File: config.mk
export PLATFORM = sky130hd
export DESIGN_NAME = coin_bar_scan
export DESIGN_NICKNAME = d
export VERILOG_FILES = /design/src/rtl/coin_pkg.sv /design/src/rtl/therm_enc.sv /design/src/rtl/coin_bar_scan.sv
export SDC_FILE = /design/constraint.sdc
export NUM_CORES = 1
export LEC_CHECK = 0
export CAP_MARGIN = 20
export CORE_UTILIZATION = 45
export DETAILED_ROUTE_END_ITERATION = 7
export GPL_ROUTABILITY_DRIVEN = 0
export GPL_TIMING_DRIVEN = 0
export PLACE_DENSITY = 0.73
export SLEW_MARGIN = 0
export SYNTH_ARGS = -nofsm -noshare
export SYNTH_HDL_FRONTEND = slang
export SYNTH_SLANG_ARGS = --single-unit
File: constraint.sdc
create_clock -name clk -period 3.05 [get_ports clk]
set_clock_uncertainty 0.05 [all_clocks]
set_input_delay 0.4575 -clock clk [delete_from_list [all_inputs] [get_ports clk]]
set_output_delay 0.4575 -clock clk [all_outputs]
set_load 0.05 [all_outputs]
File: src/rtl/coin_pkg.sv
// Shared types and defaults for the coin channel bar scanner.
// Holds the dispense FSM state type, default parameter values and the
// channel-index width helper used by coin_bar_scan and its sub-module.
package coin_pkg;

    typedef enum logic [1:0] {
        ST_IDLE = 2'd0,
        ST_DEC  = 2'd1,
        ST_HOLD = 2'd2
    } disp_state_e;

    localparam int N_CH_DEF      = 4;
    localparam int CW_DEF        = 4;
    localparam int BAR_W_DEF     = 9;
    localparam int SCAN_DIV_DEF  = 50_000_000;
    localparam int BLINK_DIV_DEF = 12_500_000;

    // Index width for n items: clog2(n), never narrower than one bit.
    function automatic int ch_idx_w(input int n);
        return (n > 1) ? $clog2(n) : 1;
    endfunction

endpackage

File: src/rtl/therm_enc.sv
// Count-to-thermometer encoder: lights the lowest min(cnt, BAR_W) bits and
// flags counts that exceed the bar length.
module therm_enc #(
    parameter int CW    = 4,
    parameter int BAR_W = 9
) (
    input  logic [CW-1:0]    cnt,
    output logic [BAR_W-1:0] therm,
    output logic             ovf
);

    // Bit i is lit when the count exceeds i, which saturates naturally at BAR_W.
    always_comb begin
        for (int i = 0; i < BAR_W; i++) begin
            therm[i] = (32'(cnt) > 32'(i));
        end
        ovf = (32'(cnt) > 32'(BAR_W));
    end

endmodule

File: src/rtl/coin_bar_scan.sv
// Coin channel counters with a single-coin dispense handshake and a
// thermometer bar that shows one channel at a time (auto scan or manual).
// Optional build macro COIN_BAR_BLINK_EN: the overflowing bar blinks instead
// of staying all-ones.
module coin_bar_scan
    import coin_pkg::*;
#(
    parameter int  N_CH      = N_CH_DEF,
    parameter int  CW        = CW_DEF,
    parameter int  BAR_W     = BAR_W_DEF,
    parameter int  SCAN_DIV  = SCAN_DIV_DEF,
    parameter int  BLINK_DIV = BLINK_DIV_DEF,
    localparam int SW        = ch_idx_w(N_CH)
) (
    input  logic             clk,
    input  logic             rst_n,
    input  logic             ld_valid,
    input  logic [SW-1:0]    ld_ch,
    input  logic [CW-1:0]    ld_cnt,
    input  logic             disp_req,
    input  logic [SW-1:0]    disp_ch,
    output logic             disp_ack,
    output logic             disp_empty,
    input  logic             sel_mode,
    input  logic [SW-1:0]    sel_ch,
    output logic [BAR_W-1:0] bar,
    output logic [N_CH-1:0]  bar_ch,
    output logic             ovf
);

    localparam int SCW = ch_idx_w(SCAN_DIV);

    // Dividers shorter than one clock make no sense; stop elaboration.
    if (SCAN_DIV < 1 || BLINK_DIV < 1) begin : g_bad_div
        $error("coin_bar_scan: SCAN_DIV and BLINK_DIV must be at least 1");
    end

    logic [CW-1:0]    cnt_q [N_CH];
    logic [CW-1:0]    cnt_d [N_CH];
    disp_state_e      state_q, state_d;
    logic             ack_q, ack_d, empty_q, empty_d;
    logic             dec_en_s;
    logic [SCW-1:0]   scan_q, scan_d;
    logic [SW-1:0]    sel_q, sel_d;
    logic [BAR_W-1:0] bar_q, bar_d;
    logic [N_CH-1:0]  bar_ch_q, bar_ch_d;
    logic             ovf_q, ovf_d;
    logic             ld_ok_s, disp_ok_s, show_ok_s;
    logic [CW-1:0]    show_cnt_s;
    logic [BAR_W-1:0] therm_s;
    logic             therm_ovf_s;
    logic             blank_s;

    // Channel indices only need range checks when N_CH is not a power of two.
    if (N_CH == (1 << SW)) begin : g_full_idx
        assign ld_ok_s   = 1'b1;
        assign disp_ok_s = 1'b1;
        assign show_ok_s = 1'b1;
    end else begin : g_part_idx
        assign ld_ok_s   = (32'(ld_ch) < 32'(N_CH));
        assign disp_ok_s = (32'(disp_ch) < 32'(N_CH));
        assign show_ok_s = (32'(sel_d) < 32'(N_CH));
    end

    // Dispense FSM: decide once per request in DEC, then wait for release in HOLD.
    always_comb begin
        state_d  = state_q;
        ack_d    = 1'b0;
        empty_d  = 1'b0;
        dec_en_s = 1'b0;
        case (state_q)
            ST_IDLE: begin
                if (disp_req) begin
                    state_d = ST_DEC;
                end else begin
                    state_d = ST_IDLE;
                end
            end
            ST_DEC: begin
                if (!disp_ok_s) begin
                    empty_d = 1'b1;
                    state_d = ST_HOLD;
                end else if (ld_valid && ld_ok_s && (ld_ch == disp_ch)) begin
                    // A load to the same channel wins; decide again on the new value.
                    state_d = ST_DEC;
                end else if (cnt_q[disp_ch] != {CW{1'b0}}) begin
                    dec_en_s = 1'b1;
                    ack_d    = 1'b1;
                    state_d  = ST_HOLD;
                end else begin
                    empty_d = 1'b1;
                    state_d = ST_HOLD;
                end
            end
            ST_HOLD: begin
                if (!disp_req) begin
                    state_d = ST_IDLE;
                end else begin
                    state_d = ST_HOLD;
                end
            end
            default: begin
                state_d = ST_IDLE;
            end
        endcase
    end

    // Count update: a load overrides, otherwise an accepted dispense decrements.
    always_comb begin
        for (int i = 0; i < N_CH; i++) begin
            if (ld_valid && ld_ok_s && (32'(ld_ch) == 32'(i))) begin
                cnt_d[i] = ld_cnt;
            end else if (dec_en_s && (32'(disp_ch) == 32'(i))) begin
                cnt_d[i] = cnt_q[i] - CW'(1'b1);
            end else begin
                cnt_d[i] = cnt_q[i];
            end
        end
    end

    // Displayed channel: follows sel_ch in manual mode, steps every SCAN_DIV clocks in auto.
    always_comb begin
        if (sel_mode) begin
            sel_d  = sel_ch;
            scan_d = {SCW{1'b0}};
        end else if (scan_q == SCW'(SCAN_DIV - 1)) begin
            scan_d = {SCW{1'b0}};
            if (32'(sel_q) >= 32'(N_CH - 1)) begin
                sel_d = {SW{1'b0}};
            end else begin
                sel_d = sel_q + SW'(1'b1);
            end
        end else begin
            scan_d = scan_q + SCW'(1'b1);
            sel_d  = sel_q;
        end
    end

    assign show_cnt_s = show_ok_s ? cnt_q[sel_d] : {CW{1'b0}};

    therm_enc #(
        .CW    (CW),
        .BAR_W (BAR_W)
    ) u_therm_enc (
        .cnt   (show_cnt_s),
        .therm (therm_s),
        .ovf   (therm_ovf_s)
    );

`ifdef COIN_BAR_BLINK_EN
    localparam int BCW = ch_idx_w(BLINK_DIV);
    logic [BCW-1:0] blink_cnt_q, blink_cnt_d;
    logic           blank_q, blank_d;

    // Blink phase runs only while the shown count overflows; each overflow starts lit.
    always_comb begin
        if (ovf_d) begin
            if (blink_cnt_q == BCW'(BLINK_DIV - 1)) begin
                blink_cnt_d = {BCW{1'b0}};
                blank_d     = ~blank_q;
            end else begin
                blink_cnt_d = blink_cnt_q + BCW'(1'b1);
                blank_d     = blank_q;
            end
        end else begin
            blink_cnt_d = {BCW{1'b0}};
            blank_d     = 1'b0;
        end
    end

    // Blink phase registers.
    always_ff @(posedge clk or negedge rst_n) begin
        if (!rst_n) begin
            blink_cnt_q <= {BCW{1'b0}};
            blank_q     <= 1'b0;
        end else begin
            blink_cnt_q <= blink_cnt_d;
            blank_q     <= blank_d;
        end
    end

    assign blank_s = blank_q;
`else
    assign blank_s = 1'b0;
`endif

    // Next bar, one-hot channel and overflow flag for the channel about to be shown.
    always_comb begin
        for (int i = 0; i < N_CH; i++) begin
            bar_ch_d[i] = show_ok_s && (32'(sel_d) == 32'(i));
        end
        ovf_d = show_ok_s && therm_ovf_s;
        if (!show_ok_s) begin
            bar_d = {BAR_W{1'b0}};
        end else if (therm_ovf_s) begin
            bar_d = blank_s ? {BAR_W{1'b0}} : {BAR_W{1'b1}};
        end else begin
            bar_d = therm_s;
        end
    end

    // State, counts and registered outputs.
    always_ff @(posedge clk or negedge rst_n) begin
        if (!rst_n) begin
            for (int i = 0; i < N_CH; i++) begin
                cnt_q[i] <= {CW{1'b0}};
            end
            state_q  <= ST_IDLE;
            ack_q    <= 1'b0;
            empty_q  <= 1'b0;
            scan_q   <= {SCW{1'b0}};
            sel_q    <= {SW{1'b0}};
            bar_q    <= {BAR_W{1'b0}};
            bar_ch_q <= N_CH'(1'b1);
            ovf_q    <= 1'b0;
        end else begin
            for (int i = 0; i < N_CH; i++) begin
                cnt_q[i] <= cnt_d[i];
            end
            state_q  <= state_d;
            ack_q    <= ack_d;
            empty_q  <= empty_d;
            scan_q   <= scan_d;
            sel_q    <= sel_d;
            bar_q    <= bar_d;
            bar_ch_q <= bar_ch_d;
            ovf_q    <= ovf_d;
        end
    end

    assign disp_ack   = ack_q;
    assign disp_empty = empty_q;
    assign bar        = bar_q;
    assign bar_ch     = bar_ch_q;
    assign ovf        = ovf_q;

endmodule

## Yosys cells after proc, flatten, opt, wreduce, memory -nomap -nowiden

Index checks and enable logic that the tools add are counted.

- Add/subtract/negate cells: 6
- Magnitude comparators: 13
- Equal/unequal tests: 13
- Multiplexer cells: 30
- Bitwise logic cells: 2
- Reduce and logical (&&, ||, !) cells: 18

Operator list:

| kind | count |
|---|---|
| 2-to-1 mux 26 bit | 2 |
| 2-to-1 mux 4 bit | 12 |
| adder 26 x 1 -> 26 bit (second input constant) | 1 |
| == test 26 bit (second input constant) | 1 |
| binary-select mux 4 bit (select 2 bit) | 2 |
| > comparator 4 x 3 -> 1 bit (second input constant) | 4 |
| subtractor 4 x 1 -> 4 bit (second input constant) | 4 |
| == test 2 bit (second input constant) | 7 |
| 2-to-1 mux 2 bit | 5 |
| logical AND 1 bit | 9 |
| 2-to-1 mux 9 bit | 1 |
| == test 2 x 1 -> 1 bit (second input constant) | 4 |
| > comparator 4 x 1 -> 1 bit (second input constant) | 2 |
| > comparator 4 x 2 -> 1 bit (second input constant) | 2 |
| > comparator 4 bit (second input constant) | 2 |
| logical NOT 2 bit | 4 |
| nonzero test 2 bit | 4 |
| 2-to-1 mux 1 bit | 7 |
| >= comparator 3 bit (second input constant) | 2 |
| NOT 2 -> 3 bit | 2 |
| case mux 2 bit (3 select lines) | 1 |
| nonzero test 4 bit | 1 |
| adder 2 x 1 -> 2 bit (second input constant) | 1 |
| == test 2 bit | 1 |
| >= comparator 2 bit (second input constant) | 1 |

- Bits in registers: 62
- Bits of input ports: 15
- Word-level logic and storage cells: 94

## Logic depth before layout (Yosys ltp)

- Depth after elaboration: 11
- Mapped depth: 10
- Depth with buffers taken out: 9

## Hierarchy

Synthesis repeated with hierarchy kept, for this count alone.

- Cell total of the unflattened synthesis: 307
- Area total of the unflattened synthesis: 3155.5 um2

By module, submodules not included:

| module | instances | cells each | area an instance (um2) | seq. area each (um2) |
|---|---|---|---|---|
| coin_bar_scan | 1 | 296 | 3074.2 | 1552.7 |
| therm_enc | 1 | 11 | 81.3 | 0.0 |

## Worst setup path before layout

Ideal clock, no wire load.

- Path type: register to register
- Start: register scan_q[0]
- End: register bar_q[0] (netlist: bar[0])
- Setup time: 0.131 ns
- Data arrival time: 2.440 ns
- Required time: 2.869 ns
- Path slack: 0.429 ns
- Cell stages (with the launch flop): 11
- Buffers on the path: 1
- Cell sequence: dfrtp_1 ha_1 nand3_2 nor4_4 nand4_1 nand3_2 inv_2 buf_6 a211o_1 a22o_1 or3_1

- Word-level cells in the longest chain between the ends: 9
- Elaborated cells between the ends (all ways): 10
- Those cells by class: 2 x order compare; 1 x eq/ne; 6 x mux; 1 x bitwise

RTL lines:

| element | RTL line | RTL |
|---|---|---|
| start: declaration | coin_bar_scan.sv:43 | `logic [SCW-1:0] scan_q, scan_d;` |
| start signal: assignment | coin_bar_scan.sv:211 | `scan_q <= {SCW{1'b0}};` |
| start signal: assignment | coin_bar_scan.sv:223 | `scan_q <= scan_d;` |
| == test 26 bit * | coin_bar_scan.sv:126 | `end else if (scan_q == SCW'(SCAN_DIV - 1)) begin` |
| 2-to-1 mux 2 bit * | coin_bar_scan.sv:126 |  |
| 2-to-1 mux 2 bit * | coin_bar_scan.sv:123 | `if (sel_mode) begin` |
| via sel_d[1] | coin_bar_scan.sv:44 | `logic [SW-1:0] sel_q, sel_d;` |
| NOT 2 -> 3 bit (implied by the code) * | coin_bar_scan.sv:139 | `assign show_cnt_s = show_ok_s ? cnt_q[sel_d] : {CW{1'b0}};` |
| binary-select mux 4 bit (select 2 bit) * | coin_bar_scan.sv:139 |  |
| 2-to-1 mux 4 bit (implied by the code) * (2 in a row) | coin_bar_scan.sv:139 |  |
| > comparator 4 x 1 -> 1 bit or > comparator 4 bit (tied branches) | therm_enc.sv:15, therm_enc.sv:17 |  |
| 2-to-1 mux 9 bit * | coin_bar_scan.sv:195 | `end else if (therm_ovf_s) begin` |
| via bar_d[0] | coin_bar_scan.sv:45 | `logic [BAR_W-1:0] bar_q, bar_d;` |
| end signal: assignment | coin_bar_scan.sv:213 | `bar_q <= {BAR_W{1'b0}};` |
| end signal: assignment | coin_bar_scan.sv:225 | `bar_q <= bar_d;` |
| end: declaration | coin_bar_scan.sv:45 |  |

The timed path passes the listed nets; every way through them passes the cells marked *. The select of a mux whose other input is x is not followed.
A chain may end at the register's enable or synchronous reset.

## Final worst setup path

Ends and elaborated chain as after synthesis.

==> impl_metrics.toml <==
[outcome]
status = "complete, no violations"

[power]
intPower_w = 0.00187
p_per_area_nw_per_um2 = 749
power_frac_clock_pct = 29.4
total_power_w = 0.00283
swShare_pct = 33.9
seq_power_share_pct = 39.8
p_switching_w = 0.000960
peakVddDrop_uv = 413
p_leak_nw = 1.60
pwr-share-comb_pct = 30.8

[floorplanning]
dieArea_um2 = 7260
ios = 31
die_w_um = 85.2
coreArea_um2 = 6530
initial_core_util_pct = 47.7
rows = 29
die_h_um = 85.2

[detailed_routing]
vias = 2313
drt_iter0_drc = 189
vias_per_cell = 5.39
wirelength_um = 6290
wl_per_cell_um = 14.7
dr.pass1.iters = 5
drc = 0
drt.antenna.violating_nets = 0

[setup_path]
critPathCaptureType = "flop"
cp_cell_sequence = "ha_1 > nand3_2 > nor4_4 > nand4_1 > nand3_2 > inv_2 > buf_6 > a211o_1 > a22o_1 > or3_1"
cp_top_family = "simple AND/OR/NAND/NOR gates"
cpMostUsedCell = "nand3_2"
cpPeakStageDelay_ns = 0.40
cp.arrival_ns = 3.05
cp.required_ns = 3.21
critPathBufInv = 2
critical_path.slowest_cell = "dfrtp_1"
cp_max_fo = 10
crit_type = "reg -> reg"
cp-start-kind = "flop"

[hold_path]
hold_class = "in -> async"

[sta]
slew_viol_final = 0
post-route-period-util_pct = 94.9
slew_headroom_pct = 46.8
worst_pin_slew_ns = 0.798
fin_crit_ns = 2.89
setup_violations = 0
rsz0062_at_grt = "false"
max_freq_mhz = 346
timing.hold.ws_ns = 0.158
finalHoldViolCount = 0
timing.setup.tns_ns = 0

[run]
drv_cap = 0

[cts]
cts_max_path_buffers = 2
ctsHoldBuffers = 0
cts_made_buffers = 9
cts.clk_slew.worst_paths_ns = 0.07
insertion_delay_ns = 0.34
clockRootBuffer = "clkbuf_8"
cts_tree = "done"
cts_sinks = 62
htree_levels = 3

[synth]
synth_cell_types = 50
ys_seq_area_share_pct = 49.8
syn_area_um2 = 3120
synth-seq-cells = 62
avgSynthCellArea_um2 = 10.2
synth_edf_count = 0
syn_inst = 305
synth_top_area_cell = "dfrtp_1"
synth_top_area_share_pct = 49.0
ys.warnings.count = 0
ys_top_cells_by_area = "dfrtp_1, nor2_1, xnor2_1"
async_flop_share_pct = 100
synth_fp_nets = 326
yosys_most_used_dff = "dfrtp_1"

[global_routing]
grt_antenna_before_repair = 0
grt_max_degree = 33
grt_pass1_vias = 2273
grt_pass1_wl_um = 10900
track_usage_pct = 19.6
grt.overflow.total = 0

[cells_and_area]
final_common_cell = "dfrtp_1"
drive_above_1_share_pct = 13.4
insertedDiodeCount = 0
nNetsFinal = 368
postLayoutCoreUtil_pct = 57.8
area_growth_pct = 21.2
layout_common_cells = "dfrtp_1, nor2_1, clkdlybuf4s50_1"

[placement]
port_buffers = 29
dp_hpwl_um = 4430
power by group through the flow:
stage	registers, W	logic, W	clock network [W]
final	0.00113	0.000871	0.000830
after global routing	0.00114	0.000957	0.000895
after CTS	0.00112	0.000865	0.000850
after detailed placement	0.00114	0.000861	0
after global placement	0.00113	0.000834	0
after floorplan	0.00131	0.000398	0
worst paths after layout:
check                           slack [ns]  depth (start not counted)       start          to
min in group clk                      0.42                          1  state_q[1]  state_q[0]
worst min register to register        0.42                          1  state_q[1]  state_q[0]
worst min-delay path                  0.16                          1       rst_n    cnt_q[5]
max in group asynchronous             2.08                          2       rst_n   bar_ch[0]
worst max register to register        0.16                         10   scan_q[0]      bar[0]
worst max-delay path                  0.16                         10   scan_q[0]      bar[0]
flip-flops by register name (all words and copies together), names as in the netlist:
signal,cells
disp_ack,1
state_q,2
scan_q,26
disp_empty,1
cnt_q,16
sel_q,2
bar_ch,4
bar,9
ovf,1
synthesized netlist by cell type (all sizes together) (5+ instances only):
library cell   n
nand2         24
ha             6
a211o          5
inv           15
a21oi          9
nor3           5
nand3         16
xor2          14
xnor2         17
nor4           7
a31oi          5
dfrtp         61
clkbuf         6
mux2i          6
nand4          8
nor2          43
or3            5
o21ai         10
cells by family after synthesis:
group / synth area share (%)
fa+ha+maj: 2.41
xor+xnor: 8.71
mux: 4.10
buf+inv: 3.05
compound gates: 9.76
flops: 49.8
simple gates: 22.1
layer usage:
layer / global-route usage [%] / vias to the layer above / wire length [um]
li1: - / 1144 / -
met1: 27.4 / 1110 / 2960
met2: 30.1 / 55 / 2940
met3: 6.13 / 4 / 351
met4: 4.62 / 0 / 32
met5: 0 / - / 0
metrics by stage:
step,setup WS [ns],std cells,area (um^2)
after detailed placement,-0.152,412,3520
after global placement,-0.553,411,3500
after floorplan,0.429,305,3120
after global routing,0.0141,429,3770
final,0.157,429,3770
after CTS,0.110,428,3750
area by class of cell:
cell class | instances | area (um^2)
Sequential cell | 62 | 1550
Clock buffer | 13 | 169
Buffer | 8 | 38.8
Timing Repair Buffer | 31 | 313
Clock inverter | 3 | 65.1
Multi-Input combinational cell | 220 | 1480
Inverter | 15 | 56.3
Fill cell | 579 | 2760
Tap cell | 77 | 96.3
what timing repair did:
item / in CTS / in global routing
resized for setup: 0 / 3
setup buffers: 0 / 1
setup endpoints to repair: 0 / 8
Power figures use the tool's default switching activity.
